===== src/rtl/raster_scanner_pkg.sv =====
// Shared raster constants and scanner state encoding, also used by the colour generator
// and the adapter wrapper.
package raster_scanner_pkg;

    localparam int unsigned H_RES       = 320;
    localparam int unsigned V_RES       = 240;
    localparam int unsigned X_W         = 9;
    localparam int unsigned Y_W         = 8;
    localparam int unsigned FRAME_CNT_W = 16;

    typedef enum logic [1:0] {
        StIdle  = 2'd0,
        StScan  = 2'd1,
        StDrain = 2'd2
    } scan_state_e;

    function automatic logic at_coord(input logic [X_W-1:0] x, input logic [Y_W-1:0] y,
                                      input int unsigned cx, input int unsigned cy);
        return (x == X_W'(cx)) && (y == Y_W'(cy));
    endfunction

endpackage


===== src/rtl/raster_scanner_if.sv =====
// Control and pixel-address bundle of the raster scanner. The master drives start/cont/stall;
// the slave (the scanner) returns coordinates, plot strobes and status.
interface raster_scanner_if;
    import raster_scanner_pkg::*;

    logic                   start_i;
    logic                   cont_i;
    logic                   stall_i;
    logic [X_W-1:0]         gx_o;
    logic [Y_W-1:0]         gy_o;
    logic [X_W-1:0]         x_o;
    logic [Y_W-1:0]         y_o;
    logic                   plot_o;
    logic                   sof_o;
    logic                   eof_o;
    logic                   busy_o;
    logic [FRAME_CNT_W-1:0] frame_cnt_o;

    modport master (
        output start_i, cont_i, stall_i,
        input  gx_o, gy_o, x_o, y_o, plot_o, sof_o, eof_o, busy_o, frame_cnt_o
    );

    modport slave (
        input  start_i, cont_i, stall_i,
        output gx_o, gy_o, x_o, y_o, plot_o, sof_o, eof_o, busy_o, frame_cnt_o
    );

endinterface


===== src/rtl/scan_delay_line.sv =====
// PIPE_DLY-deep register chain that keeps adapter-side coordinates aligned with the colour
// generator's registered output. Holds while stalled; PIPE_DLY = 0 is a plain wire.
module scan_delay_line #(
    parameter int unsigned PIPE_DLY = 1,
    parameter int unsigned Width    = 1
) (
    input  logic             clk,
    input  logic             reset,
    input  logic             hold_i,
    input  logic [Width-1:0] d_i,
    output logic [Width-1:0] q_o
);

    if (PIPE_DLY == 0) begin : g_bypass
        assign q_o = d_i;
    end else begin : g_pipe
        logic [PIPE_DLY-1:0][Width-1:0] pipe_q, pipe_d;

        always_comb begin
            pipe_d = pipe_q;
            if (!hold_i) begin
                pipe_d[0] = d_i;
                for (int i = 1; i < int'(PIPE_DLY); i++) begin
                    pipe_d[i] = pipe_q[i-1];
                end
            end
        end

        always_ff @(posedge clk or negedge reset) begin
            if (!reset) begin
                pipe_q <= '0;
            end else begin
                pipe_q <= pipe_d;
            end
        end

        assign q_o = pipe_q[PIPE_DLY-1];
    end

endmodule


===== src/rtl/raster_scanner.sv =====
// Raster-order pixel-address generator with a delayed, stall-aware plot stream.
// Optional completed-frame counter enabled by defining SCAN_FRAME_CNT_EN.
module raster_scanner
    import raster_scanner_pkg::*;
#(
    parameter int unsigned HRes     = H_RES,
    parameter int unsigned VRes     = V_RES,
    parameter int unsigned PIPE_DLY = 1
) (
    input logic             clk,
    input logic             reset,
    raster_scanner_if.slave bus
);

    localparam int unsigned    DlyW      = 1 + X_W + Y_W;
    localparam logic [X_W-1:0] XLast     = X_W'(HRes - 1);
    localparam logic [1:0]     DrainLast = (PIPE_DLY == 0) ? 2'd0 : 2'(PIPE_DLY - 1);

    scan_state_e    state_q, state_d;
    logic [X_W-1:0] gx_q, gx_d;
    logic [Y_W-1:0] gy_q, gy_d;
    logic [1:0]     drain_q, drain_d;
    logic           scan_valid;
    logic           frame_last;

    logic [DlyW-1:0] dly_q;
    logic            dly_valid;
    logic [X_W-1:0]  dly_x;
    logic [Y_W-1:0]  dly_y;
    logic            plot, sof, eof;

    assign frame_last = at_coord(gx_q, gy_q, HRes - 1, VRes - 1);

    always_comb begin
        state_d    = state_q;
        gx_d       = gx_q;
        gy_d       = gy_q;
        drain_d    = drain_q;
        scan_valid = 1'b0;
        case (state_q)
            StIdle: begin
                if (bus.start_i && !bus.stall_i) begin
                    state_d = StScan;
                    gx_d    = '0;
                    gy_d    = '0;
                end
            end
            StScan: begin
                scan_valid = 1'b1;
                if (!bus.stall_i) begin
                    if (frame_last) begin
                        if (bus.cont_i) begin
                            gx_d = '0;
                            gy_d = '0;
                        end else begin
                            // Coordinates stay parked on the last pixel while draining.
                            state_d = (PIPE_DLY == 0) ? StIdle : StDrain;
                            drain_d = '0;
                        end
                    end else if (gx_q == XLast) begin
                        gx_d = '0;
                        gy_d = gy_q + Y_W'(1);
                    end else begin
                        gx_d = gx_q + X_W'(1);
                    end
                end
            end
            StDrain: begin
                if (!bus.stall_i) begin
                    if (drain_q == DrainLast) begin
                        state_d = StIdle;
                    end else begin
                        drain_d = drain_q + 2'd1;
                    end
                end
            end
            default: state_d = StIdle;
        endcase
    end

    always_ff @(posedge clk or negedge reset) begin
        if (!reset) begin
            state_q <= StIdle;
            gx_q    <= '0;
            gy_q    <= '0;
            drain_q <= '0;
        end else begin
            state_q <= state_d;
            gx_q    <= gx_d;
            gy_q    <= gy_d;
            drain_q <= drain_d;
        end
    end

    scan_delay_line #(
        .PIPE_DLY(PIPE_DLY),
        .Width   (DlyW)
    ) u_delay (
        .clk   (clk),
        .reset (reset),
        .hold_i(bus.stall_i),
        .d_i   ({scan_valid, gx_q, gy_q}),
        .q_o   (dly_q)
    );

    assign {dly_valid, dly_x, dly_y} = dly_q;

    assign plot = dly_valid & ~bus.stall_i;
    assign sof  = plot & at_coord(dly_x, dly_y, 0, 0);
    assign eof  = plot & at_coord(dly_x, dly_y, HRes - 1, VRes - 1);

`ifdef SCAN_FRAME_CNT_EN
    logic [FRAME_CNT_W-1:0] frame_cnt_q, frame_cnt_d;

    always_comb begin
        frame_cnt_d = frame_cnt_q;
        if (eof) begin
            frame_cnt_d = frame_cnt_q + FRAME_CNT_W'(1);
        end
    end

    always_ff @(posedge clk or negedge reset) begin
        if (!reset) begin
            frame_cnt_q <= '0;
        end else begin
            frame_cnt_q <= frame_cnt_d;
        end
    end

    assign bus.frame_cnt_o = frame_cnt_q;
`else
    assign bus.frame_cnt_o = '0;
`endif

    assign bus.gx_o   = gx_q;
    assign bus.gy_o   = gy_q;
    assign bus.x_o    = dly_x;
    assign bus.y_o    = dly_y;
    assign bus.plot_o = plot;
    assign bus.sof_o  = sof;
    assign bus.eof_o  = eof;
    assign bus.busy_o = (state_q != StIdle);

endmodule


===== src/flat_wrapper.sv =====
// flat-port wrapper written by rule: the top's interface ports become plain ports
module raster_scanner_flat import raster_scanner_pkg::*;
#(
    parameter int unsigned HRes     = H_RES,
    parameter int unsigned VRes     = V_RES,
    parameter int unsigned PIPE_DLY = 1
)
  (clk, reset, bus_start_i, bus_cont_i, bus_stall_i, bus_gx_o, bus_gy_o, bus_x_o, bus_y_o, bus_plot_o, bus_sof_o, bus_eof_o, bus_busy_o, bus_frame_cnt_o);
  raster_scanner_if bus_i ();
  input logic clk;
  input logic reset;
  input wire logic [$bits(bus_i.start_i)-1:0] bus_start_i;
  input wire logic [$bits(bus_i.cont_i)-1:0] bus_cont_i;
  input wire logic [$bits(bus_i.stall_i)-1:0] bus_stall_i;
  output wire logic [$bits(bus_i.gx_o)-1:0] bus_gx_o;
  output wire logic [$bits(bus_i.gy_o)-1:0] bus_gy_o;
  output wire logic [$bits(bus_i.x_o)-1:0] bus_x_o;
  output wire logic [$bits(bus_i.y_o)-1:0] bus_y_o;
  output wire logic [$bits(bus_i.plot_o)-1:0] bus_plot_o;
  output wire logic [$bits(bus_i.sof_o)-1:0] bus_sof_o;
  output wire logic [$bits(bus_i.eof_o)-1:0] bus_eof_o;
  output wire logic [$bits(bus_i.busy_o)-1:0] bus_busy_o;
  output wire logic [$bits(bus_i.frame_cnt_o)-1:0] bus_frame_cnt_o;
  assign bus_i.start_i = bus_start_i;
  assign bus_i.cont_i = bus_cont_i;
  assign bus_i.stall_i = bus_stall_i;
  assign bus_gx_o = bus_i.gx_o;
  assign bus_gy_o = bus_i.gy_o;
  assign bus_x_o = bus_i.x_o;
  assign bus_y_o = bus_i.y_o;
  assign bus_plot_o = bus_i.plot_o;
  assign bus_sof_o = bus_i.sof_o;
  assign bus_eof_o = bus_i.eof_o;
  assign bus_busy_o = bus_i.busy_o;
  assign bus_frame_cnt_o = bus_i.frame_cnt_o;
  raster_scanner #(.HRes(HRes), .VRes(VRes), .PIPE_DLY(PIPE_DLY)) u_core (.clk(clk), .reset(reset), .bus(bus_i));
endmodule

===== config.mk =====
export PLATFORM = sky130hd
export DESIGN_NAME = raster_scanner_flat
export DESIGN_NICKNAME = d
export VERILOG_FILES = /design/src/rtl/raster_scanner_pkg.sv /design/src/rtl/raster_scanner_if.sv /design/src/rtl/scan_delay_line.sv /design/src/rtl/raster_scanner.sv /design/src/flat_wrapper.sv
export SDC_FILE = /design/constraint.sdc
export NUM_CORES = 1
export LEC_CHECK = 0
export ABC_AREA = 1
export ABC_CLOCK_PERIOD_IN_PS = 4900
export CORE_MARGIN = 2
export CORE_UTILIZATION = 40
export CTS_BUF_LIST = sky130_fd_sc_hd__clkbuf_16
export DETAILED_ROUTE_END_ITERATION = 16
export GPL_TIMING_DRIVEN = 0
export PLACE_DENSITY = 0.74
export SLEW_MARGIN = 10
export SYNTH_ARGS = -nofsm -noshare
export SYNTH_HDL_FRONTEND = slang
export SYNTH_SLANG_ARGS = --single-unit

===== constraint.sdc =====
create_clock -name clk -period 4.9 [get_ports clk]
set_input_delay 0.98 -clock clk [delete_from_list [all_inputs] [get_ports clk]]
set_output_delay 0.98 -clock clk [all_outputs]
set_load 0.02 [all_outputs]

==> results by group <==
Outcome
  – Status: finished, final reports clean

Setup path
  – Data arrival time of the critical path: 2.84 ns
  – Category of the critical setup timing path: input pin to output pin
  – Critical path's largest stage delay: 0.67 ns
  – Critical path buffer and inverter count: 2
  – Required time worst endpoint: roughly 3.9 ns
  – Nature of the critical path endpoint: output pin
  – Highest fanout seen on the critical path: 4
  – Crit path max-delay cell type: clkdlybuf4s50_1
  – Top delay family on crit path: buffers and inverters
  – Cell repeated most along the worst path: clkdlybuf4s50_1
  – Startpoint class of the critical path: input pin
  – Cells along the critical path: clkdlybuf4s50_1 > nor2_1 > nand2_1 > nor4_1 > clkdlybuf4s50_1

Synthesis
  – Post-synthesis cell count: roughly 330
  – Top area cells in the synthesized netlist: dfrtp_1 39%, nand2_1 16%, buf_4 10%
  – Number of storage elements in the synthesis netlist: 39
  – Post-synthesis instance area: 2490 sq um
  – Number of synthesized flops with an enable pin: 0
  – FFs w/ async S/R, synth: between 90% and 100%
  – Fraction of post-synthesis cell area in the top cell type by area: between 30 and 40%
  – Avg Cell Area, Syn: approximately 7.5 sq um
  – Most used flip-flop cell after synthesis: dfrtp_1
  – Yosys top cell by area: dfrtp_1
  – Unique cell type count in the Yosys netlist: 29
  – Yosys warning count: 0
  – Seq/Total Area, Yosys: between 30 and 40%

GRT
  – Grt total ovfl: 0
  – Maximum number of pins on one net before global-route repair: 29
  – Number of antenna violations at the first check in global routing: 0
  – Gr usage total: between 10% and 20%
  – First-pass GRT wire length: 9.31 mm
  – Number of global-route vias before repair: approximately 2000

Die
  – Die height: between 80 and 90 microns
  – Placement row count: 28
  – Die Width: roughly 83 microns
  – Initial Util: a little over two fifths
  – Area of the core: a little under 6000 sq um
  – Area of the die: about 7000 sq um
  – I/O pin count: 59

Clocking
  – CTS root buf: clkbuf_16
  – Post-CTS Hold Fix Bufs: 0
  – H-tree levels: 2
  – Buffers from clock root to sink, at most: 2
  – Number of clock buffers inserted by TritonCTS: 5
  – Insertion delay to the later sink of the worst-skew pair: approximately 0.28 ns
  – Number of cells upsized or downsized after cts: 0
  – Clock Sink Count: 39
  – CTS tree: yes
  – Clk slew on worst S/H paths: 0.05 ns
  – Post-CTS Setup Bufs: 0

STA
  – Worst Slack Setup Final: between 1 and 1.5 ns
  – Tmin final: 3.82 ns
  – Actual slew at the worst max-slew pin: 0.568 ns
  – Final number of hold-violating endpoints: 0
  – Number of setup violations in the final report: 0
  – Worst Clk Skew: 0.00352 ns
  – Final Max Tran Viols: 0
  – RSZ-0062 raised after global routing: false
  – Worst slew margin relative to its limit: 62.1%
  – Highest Clock Rate: approximately 260 MHz
  – Period utilisation layout: ~78%
  – Setup TNS: 0 ns

Placed design
  – Sum of net half-perimeters after detailed placement: between 4 and 5 mm
  – Pre-CTS setup slack: between 1 and 1.5 ns
  – Port Buffers: 42
  – Routability-driven placement congestion ratio: 0.868

Layout
  – Number of diodes added for antenna fixing: 0
  – Area Growth Syn to Fin: 30.1%
  – Fin nets: slightly above 400
  – Layout cell share with drive strength beyond 1: 16.0%

Power and ir drop
  – Leakage Power: between 1.5 and 2 nW
  – Max rail drop VDD: between 0.00015 and 0.0002 V
  – Logic pwr share: a little over a third
  – Clock network fraction of design power: 31.1%
  – Internal cell power: about 0.75 mW
  – Cell area power density: 355 nW/um^2
  – Register share of total power: roughly a third
  – Net Sw Power: slightly below 0.4 mW
  – Switch share: about 35%

Route
  – Total vias in the final route: 2213
  – Detail Route Antenna Nets: 0
  – Number of vias per cell: approximately 4.7
  – Count of TritonRoute iterations in the first routing pass: 4
  – Average wire length per cell after detail routing: between 10 and 15 microns
  – # DRC: 0
  – Starting DRT DRC Count: about 180
  – Detailed-route wire length: 5.58 mm

Flow run
  – Maximum capacitance violations: 0

Min path
  – Hold Crit Class: flip-flop to flip-flop
==> synthesized netlist by cell type (2+ instances only) <==
library cell  number
nand2_4            2
nor3_1             2
nand2_1          104
ha_1               3
xor2_1             3
inv_2              2
o21ai_0           15
buf_4             33
dfrtp_1           39
nor4_1             4
a21oi_1            3
or2_2              2
o21ai_1            2
clkbuf_1           5
nor2_1            31
inv_1             31
nor2_2             2
nand2_2            5
nand3_4            4
nand4_1           14
nand3_1           20
==> final timing paths <==
| kind | start | endpoint | slack, ns | cells after the start |
|---|---|---|---|---|
| hold reg to reg | u_core.drain_q[0]$_DFFE_PN0P_ | u_core.drain_q[0]$_DFFE_PN0P_ | 0.47 | 1 |
| min in group asynchronous | reset | u_core.bus.gx_o[7]$_DFFE_PN0P_ | 0.59 | 1 |
| max in group asynchronous | reset | u_core.u_delay.q_o[2]$_DFFE_PN0N_ | 3.87 | 2 |
| setup reg to reg | u_core.bus.gx_o[0]$_DFFE_PN0P_ | u_core.bus.gy_o[5]$_DFFE_PN0P_ | 3.10 | 10 |
| hold / removal | u_core.drain_q[0]$_DFFE_PN0P_ | u_core.drain_q[0]$_DFFE_PN0P_ | 0.47 | 1 |
| setup / recovery | bus_stall_i | bus_sof_o | 1.08 | 5 |
==> through the flow <==
| stage | utilization, % | std cells | hold WS (ns) | power (mW) | instance area [sq um] |
|---|---|---|---|---|---|
| final | 54.4 | 475 | 0.467 | 1.15 | 3240 |
| after global routing | 54.4 | 475 | 0.491 | 1.21 | 3240 |
| after CTS | 54.4 | 475 | 0.474 | 1.16 | 3240 |
| after global placement | 51.4 | 466 | 0.457 | 0.787 | 3060 |
| after detailed placement | 51.6 | 467 | 0.466 | 0.797 | 3070 |
| after floorplan | - | 349 | 0.442 | 0.667 | 2540 |
==> layer usage <==
metal	global-route usage, %	routed length, microns
met1	20.8	2470
met4	6.71	116
met5	0	0
met2	27.2	2690
met3	3.68	307
==> power by group through the flow <==
stage,combinational (mW),clock (mW),sequential (mW)
detailed placement,0.404,0,0.393
global route,0.439,0.379,0.393
global placement,0.395,0,0.392
floorplan,0.271,0,0.396
finish,0.404,0.357,0.387
CTS,0.406,0.364,0.387
==> registers in the layout, summed over array words and instances, names as in the netlist <==
name and flops:
u_core.bus.gy_o 8, u_core.u_delay.q_o 18, u_core.state_q 2, u_core.drain_q 2, u_core.bus.gx_o 9
==> layout make-up <==
class,instances,area (sq um)
fillers,569,2720
multi-input cells,238,1160
flip-flops and latches,39,976
repair buffers,43,435
plain buffers,39,287
clock buffers,5,125
inverters,33,124
well taps,75,93.8
clock inverters,3,38.8
==> placed cells by master, fill, tap and decap left out, drive strengths merged <==
master and count:
nand2 111, buf 36, or2 2, nor2 34, nand3 25, xnor2 1
o21ai 17, nor4 4, clkbuf 10, nand4 14, xor2 3, nor3b 1
bufinv 1, and2 1, nor3 3, a21oi 3, dfrtp 39, conb 16
ha 3, clkdlybuf4s50 41, inv 33, clkinv 2
==> logic make-up (layout without fill, tap and decap cells) <==
kind of cell | Yosys count | count (layout) | synth area share [%]
adders and majority gates | 3 | 3 | 1.51
xor gates and xnor gates | 4 | 4 | 1.41
other | 1 | 16 | 0.151
DFF | 39 | 39 | 39.2
buffers and inverters | 72 | 123 | 16.5
AOI/OAI and AO/OA | 20 | 20 | 4.02
and+or+nand+nor | 195 | 195 | 37.2
Power figures use the tool's default switching activity.
